### src/rtl/seqdet_scheduler.sv
// Round-robin scheduler that streams each granted requester's word, MSB first,
// through an external 0110/1010 serial detector and reports a saturating hit count.
module seqdet_scheduler #(
  parameter int WIDTH = 8,
  parameter int CNT_W = 4
) (
  input  logic             clk,
  input  logic             reset,
  input  logic             req0,
  input  logic             req1,
  input  logic [WIDTH-1:0] data0,
  input  logic [WIDTH-1:0] data1,
  output logic             gnt0,
  output logic             gnt1,
  output logic             det_rst,
  output logic             det_bit,
  input  logic             det_hit,
  output logic             done,
  output logic             result_id,
  output logic [CNT_W-1:0] hit_count,
  output logic             busy
);

  localparam int IDX_W = (WIDTH > 1) ? $clog2(WIDTH) : 1;

  typedef enum logic [1:0] {IDLE, CLEAR, SHIFT, REPORT} state_t;

  state_t           state, next_state;
  logic [WIDTH-1:0] word;
  logic [IDX_W-1:0] bit_idx;
  logic [CNT_W-1:0] hits, hits_next;
  logic             cur_id;
  logic             prio1;
  logic             last_bit;

  assign last_bit  = (bit_idx == IDX_W'(WIDTH - 1));
  assign hits_next = (det_hit && (hits != '1)) ? hits + 1'b1 : hits;

  assign det_rst = reset || (state == CLEAR);
  assign det_bit = (state == SHIFT) ? word[WIDTH-1] : 1'b0;
  assign done    = (state == REPORT);
  assign busy    = (state != IDLE);

  // Grants are Mealy outputs of IDLE, suppressed while reset is asserted.
  always_comb begin
    next_state = state;
    gnt0       = 1'b0;
    gnt1       = 1'b0;
    case (state)
      IDLE: begin
        if (!reset) begin
          if (req0 && (!req1 || !prio1)) begin
            gnt0 = 1'b1;
          end else if (req1) begin
            gnt1 = 1'b1;
          end
          if (req0 || req1) begin
            next_state = CLEAR;
          end
        end
      end
      CLEAR:   next_state = SHIFT;
      SHIFT:   if (last_bit) next_state = REPORT;
      REPORT:  next_state = IDLE;
      default: next_state = IDLE;
    endcase
  end

  always_ff @(posedge clk or posedge reset) begin
    if (reset) begin
      state     <= IDLE;
      word      <= '0;
      bit_idx   <= '0;
      hits      <= '0;
      cur_id    <= 1'b0;
      prio1     <= 1'b0;
      hit_count <= '0;
      result_id <= 1'b0;
    end else begin
      state <= next_state;
      case (state)
        IDLE: begin
          if (gnt0) begin
            word   <= data0;
            cur_id <= 1'b0;
            prio1  <= 1'b1;
          end else if (gnt1) begin
            word   <= data1;
            cur_id <= 1'b1;
            prio1  <= 1'b0;
          end
        end
        CLEAR: begin
          bit_idx <= '0;
          hits    <= '0;
        end
        SHIFT: begin
          word    <= word << 1;
          bit_idx <= bit_idx + 1'b1;
          hits    <= hits_next;
          // Results load on the last shift edge so they are valid throughout REPORT.
          if (last_bit) begin
            hit_count <= hits_next;
            result_id <= cur_id;
          end
        end
        default: ;
      endcase
    end
  end

endmodule

### config.mk
export PLATFORM = sky130hd
export DESIGN_NAME = seqdet_scheduler
export DESIGN_NICKNAME = d
export VERILOG_FILES = /design/src/rtl/seqdet_scheduler.sv
export SDC_FILE = /design/constraint.sdc
export NUM_CORES = 1
export LEC_CHECK = 0
export ABC_AREA = 1
export CORE_ASPECT_RATIO = 0.7
export CORE_MARGIN = 2
export CORE_UTILIZATION = 49
export DETAILED_ROUTE_END_ITERATION = 8
export PLACE_DENSITY = 0.78
export SYNTH_ARGS = -nofsm -noshare
export SYNTH_HDL_FRONTEND = slang
export SYNTH_SLANG_ARGS = --single-unit
### constraint.sdc
create_clock -name clk -period 1.9 [get_ports clk]
set_input_delay 0.475 -clock clk [delete_from_list [all_inputs] [get_ports clk]]
set_output_delay 0.475 -clock clk [all_outputs]
set_load 0.05 [all_outputs]
Word-level counts from Yosys, hierarchy flattened:

Cells that the tools add are included.
Widths: inputs -> output; s select.

* register bits: 24
* bits of input ports: 21
* output and inout bits: 11
* logic and storage cells: 57

* add/sub/neg operators: 2
* equality and inequality tests: 9
* mux-type cells: 22
* reductions and logical operators: 16

Operator list (number)
* $mux 8: 2
* $pmux 8 s2: 1
* $mux 1: 12
* $pmux 2 s4: 1
* $pmux 4 s2: 1
* $reduce_bool 2->1: 4
* $mux 2: 3
* $ne 2x2->1 const B: 3
* $pmux 3 s2: 1
* $reduce_and 2->1: 3
* $add 4x1->4 const B: 1
* $eq 2x2->1 const B: 2
* $mux 4: 1
* $ne 4x4->1 const B: 1
* $add 3x1->3 const B: 1
* $eq 3x3->1 const B: 1
* $logic_or 1x1->1: 3
* $ne 3x3->1 const B: 1
* $reduce_and 3->1: 1
* $eq 2x1->1 const B: 1
* $logic_and 1x1->1: 2
* $logic_not 1->1: 2
* $logic_not 2->1: 1

Longest topological paths before layout:

* depth in word-level cells: 9
* gate-level depth with buffers: 11
* mapped depth without buffers: 10

Worst setup path before layout:

OpenSTA, ideal clock, no wires.

* path kind: reg-to-output
* from: register state[0]
* to: output gnt1
* data arrival time: 1.380 ns
* data required time: 1.425 ns
* path slack: 0.045 ns
* cell stages (with the launch flop): 7
* cell sequence: dfrtp_1 > inv_1 > ha_1 > inv_2 > nor2_4 > nand3_1 > inv_1

* word-level cells in the longest chain between the ends: 2

RTL lines
* start: declaration: RTL line 28 `state_t state, next_state;`
* start signal: assignment: RTL line 80 `state <= next_state;`
* $logic_not 2->1: RTL line 49 `case (state)`
* $mux 1: RTL line 49
* end: declaration: RTL line 14 `output logic gnt1,`

Every way passes these cells.

Worst setup path in the final report:

Same ends and word-level chain as after synthesis.

==> results.md <==
Worst setup path:
- The worst setup slack for register-to-register paths is approximately 0.1 ns.
- Among cell families on the critical path, the largest total delay comes from flip-flops.
- The worst setup path is launched from a register.
- The critical path contains buffers and inverters numbering 4 combined.
- The critical path's most frequent cell is sky130_fd_sc_hd__inv_2.
- The signal on the critical path passes through inv_2 > ha_4 > inv_4 > nor2_4 > nand3_2 > inv_2 > buf_12.
- Among all stages on the critical path, the largest delay is contributed by sky130_fd_sc_hd__dfrtp_1.
- The largest stage delay on the critical path is 0.44 ns.
- The required time at the worst-slack endpoint is about 1.4 ns.
- The nature of the critical path endpoint is an output pin.
- By startpoint and endpoint, the worst setup path is classified as register to output pin.
- The highest net fanout along the worst path is 4.
- STA puts the critical path data arrival time at 1.47 ns.

Clock network:
- The maximum clock path buffer count is 2.
- The deepest level of the CTS H-tree is 1.
- The clock latency on the worst-skew pair is approximately 0.28 ns.
- The number of clock buffers added by TritonCTS is 3.
- The master cell of the clock root buffer is sky130_fd_sc_hd__clkbuf_8.
- The TritonCTS clock tree is built.
- The clock slew seen by the registers of the worst setup and hold paths is about 0.09 ns.
- The hold buffer count at cts is 0.
- The clock net sink count is 24.

Pwr:
- In this run the static leakage power is around 1.0 nW.
- The power per unit of standard cell area is 1400 nW/um^2.
- The maximum vdd ir drop is a little over 900 uV.

Timing:
- At the pin with the least slew margin, the transition time is 0.317 ns.
- The clock arrives with 0.00952 ns of skew.
- Derived from the worst setup path, the maximum achievable clock frequency is just over 0.5 GHz.
- The setup slack of the critical path after layout is -0.0403 ns.
- The max-slew violation total from the final report was 0.
- The worst slew slack as a fraction of its limit is 0.787.
- Setup repair after global routing could not meet its margin everywhere.
- The routed design could run at a clock period as short as around 1.9 ns.
- The hold violation total from the final report is 0.
- In the finished design, the share of the clock period the worst path needs comes to 1.02.
- The number of endpoints failing setup at the final stage is 2.

Place:
- The area of placed instances is around 1800 sq um.
- The final weighted congestion in routability-driven placement is 0.818.
- The placement-stage worst setup slack is -0.113 ns.
- The post-DP HPWL is approximately 2800 um.
- The count of port buffers added during placement is 31.

Route:
- The via density per instance is slightly above 5.
- The post-route met1 wirelength is roughly 1600 um.
- The highest layer touched by signal routing is met4.
- The DRC violation total after the first TritonRoute iteration is 101.
- The routed layout has 1355 vias.
- In the detailed route, the total length drawn on met2 is 1910 um.
- Dividing the detail-routed wire length by the instance count gives 14.4 um.
- The met3 routed wirelength is between 200 and 250 um.
- The detailed-router iteration count before antenna repair is 4.
- For this run, design rule violations remaining after detail routing come to 0.
- The remaining number of nets flagged by the antenna check after routing is 0.
- The routed design has between 3000 and 4000 um of wire.

Floorplanning:
- For this configuration, the core starts out at a cell density of 0.532.
- The I/O pin total is 32.
- The die covers ~3200 sq um.
- The total number of placement rows is 15.
- The chip width is ~67 um.
- The core region is roughly 2600 sq um.
- From bottom edge to top edge, the die measures roughly 48 um.

Cells and area:
- Leaving out fill and tap cells, the most frequent cells in the layout are 59 x sky130_fd_sc_hd__nand2_1, 26 x sky130_fd_sc_hd__buf_4, 24 x sky130_fd_sc_hd__dfrtp_1.
- The number of antenna cells inserted is 0.
- For this run, the post-layout net count is around 260.
- The fraction of layout instances using a drive strength above 1 is 0.242.
- The most common cell after layout, fill and taps aside is sky130_fd_sc_hd__nand2_1.
- The area added between synthesis and finish is 46.2%.
- The final standard cell area without fillers is 1990 sq um.

Yosys:
- The count of synthesis-stage warnings from yosys is 0.
- The synthesis-stage register bit count is 24.
- Of all flip-flops after synthesis, the portion carrying an async set or reset was 1.00.
- The number of distinct library cell variants in the gate-level netlist after synthesis is 23.
- The number of nets in the synthesized netlist is 206.
- The share of the Yosys chip area taken by registers is 0.442.
- The most used flip-flop cell after synthesis is sky130_fd_sc_hd__dfrtp_1.
- The cell area that synthesis handed to floorplanning was about 1400 sq um.
- In this run, synthesis inferred 0 flip-flops with an integrated enable.
- The mean instance size in the synthesized netlist is between 7 and 8 sq um.
- Synthesis produced a netlist whose cell count is between 150 and 200.

Global routing:
- In the global route stage, overall resource usage came out at 0.265.
- The wire length of the first global-routing pass is 5870 um.
- The initial antenna violation count is 0.
- The via count of the first global-routing pass is 1196.
- The largest net degree at the start of global routing is 25.
- Global routing finished with a remaining overflow of 0.

Outcome:
- The checks that failed: setup timing.
- The flow ran to the end, but the final reports show violations.

Min path:
- The path class of the tightest hold or removal check is register to register.

Run:
- Max-cap violations in this run came to 0.
flip-flops by register name (all words and copies together) (netlist names):
register and cells:
result_id 1, hit_count 4, prio1 1, word 8, state 2, bit_idx 3, hits 4, cur_id 1
cells by family (layout without fill, tap and decap cells):
family	Yosys count	count (layout)	synth area share
AO/OA/AOI/OAI	23	23	0.0967
flip-flops	24	24	0.442
buffers and inverters	26	80	0.0801
AND/OR/NAND/NOR	95	95	0.301
adder cells (fa/ha/maj)	8	8	0.0737
XOR/XNOR	1	1	0.00645
layer usage:
| metal | track usage | vias to the layer above |
|---|---|---|
| li1 | - | 669 |
| met1 | 0.331 | 625 |
| met2 | 0.472 | 54 |
| met3 | 0.0588 | 7 |
| met4 | 0.0898 | 0 |
| met5 | 0 | - |
synth_stat cells, types with 2 or more instances:
library cell / count / area share
sky130_fd_sc_hd__inv_1: 19 / 0.052
sky130_fd_sc_hd__nor2_2: 3 / 0.014
sky130_fd_sc_hd__inv_2: 4 / 0.011
sky130_fd_sc_hd__o22ai_1: 2 / 0.0092
sky130_fd_sc_hd__nor2_1: 11 / 0.030
sky130_fd_sc_hd__o21ai_1: 2 / 0.0074
sky130_fd_sc_hd__a22o_1: 2 / 0.013
sky130_fd_sc_hd__nand3_1: 14 / 0.052
sky130_fd_sc_hd__nand2_1: 60 / 0.17
sky130_fd_sc_hd__a21oi_1: 2 / 0.0074
sky130_fd_sc_hd__nand2_2: 2 / 0.0092
sky130_fd_sc_hd__nor2_4: 2 / 0.017
sky130_fd_sc_hd__dfrtp_1: 24 / 0.44
sky130_fd_sc_hd__o21ai_0: 13 / 0.048
sky130_fd_sc_hd__ha_1: 8 / 0.074
sky130_fd_sc_hd__nand4_1: 2 / 0.0092
cell type report:
| type | count | area, sq um |
|---|---|---|
| multi-input cells | 127 | 674 |
| flip-flops and latches | 24 | 601 |
| clock inverters | 1 | 30.0 |
| inverters | 24 | 95.1 |
| fillers | 183 | 566 |
| well taps | 34 | 42.5 |
| repair buffers | 52 | 503 |
| clock buffers | 3 | 41.3 |
tightest hold or removal path, cell delays in order (launching register included):
cell                      delay, ns
sky130_fd_sc_hd__dfrtp_1       0.36
sky130_fd_sc_hd__nand2_1       0.06
sky130_fd_sc_hd__nand2_1       0.05
report_power, final:
group,internal (mW),switching (mW)
clock,0.282,0.170
combinational,0.668,0.864
sequential,0.680,0.124
total,1.63,1.16
path summary, 6_finish.rpt:
check,start,end,cells after the start
worst max register to register,state[0],word[4],12
worst max-delay path,state[0],gnt1,7
worst min-delay path,prio1,prio1,2
min in group asynchronous,reset,word[1],3
worst min register to register,prio1,prio1,2
max in group asynchronous,reset,hits[2],3
repair_timing:
| item | CTS | global route |
|---|---|---|
| pin swaps | 3 | 5 |
| gates cloned | 0 | 0 |
| endpoints found under the hold margin | 0 | 0 |
| gates resized for setup | 10 | 3 |
| setup buffers | 1 | 9 |
| endpoints found under the setup margin | 3 | 2 |
metrics by stage:
| stage | TNS (ns) | util | hold WS (ns) | total power, mW | cells |
|---|---|---|---|---|---|
| 3_3_place_gp | -0.143 | 0.710 | 0.464 | 2.02 | 251 |
| 5_1_grt | -0.131 | 0.778 | 0.522 | 2.99 | 265 |
| 6_report | -0.0549 | 0.778 | 0.488 | 2.79 | 265 |
| 2_1_floorplan | 0 | - | 0.362 | 1.62 | 177 |
| 4_1_cts | -0.0261 | 0.748 | 0.480 | 2.61 | 256 |
| 3_5_place_dp | -0.689 | 0.710 | 0.459 | 2.09 | 251 |
Note: power is estimated with default switching activity, not from simulation.
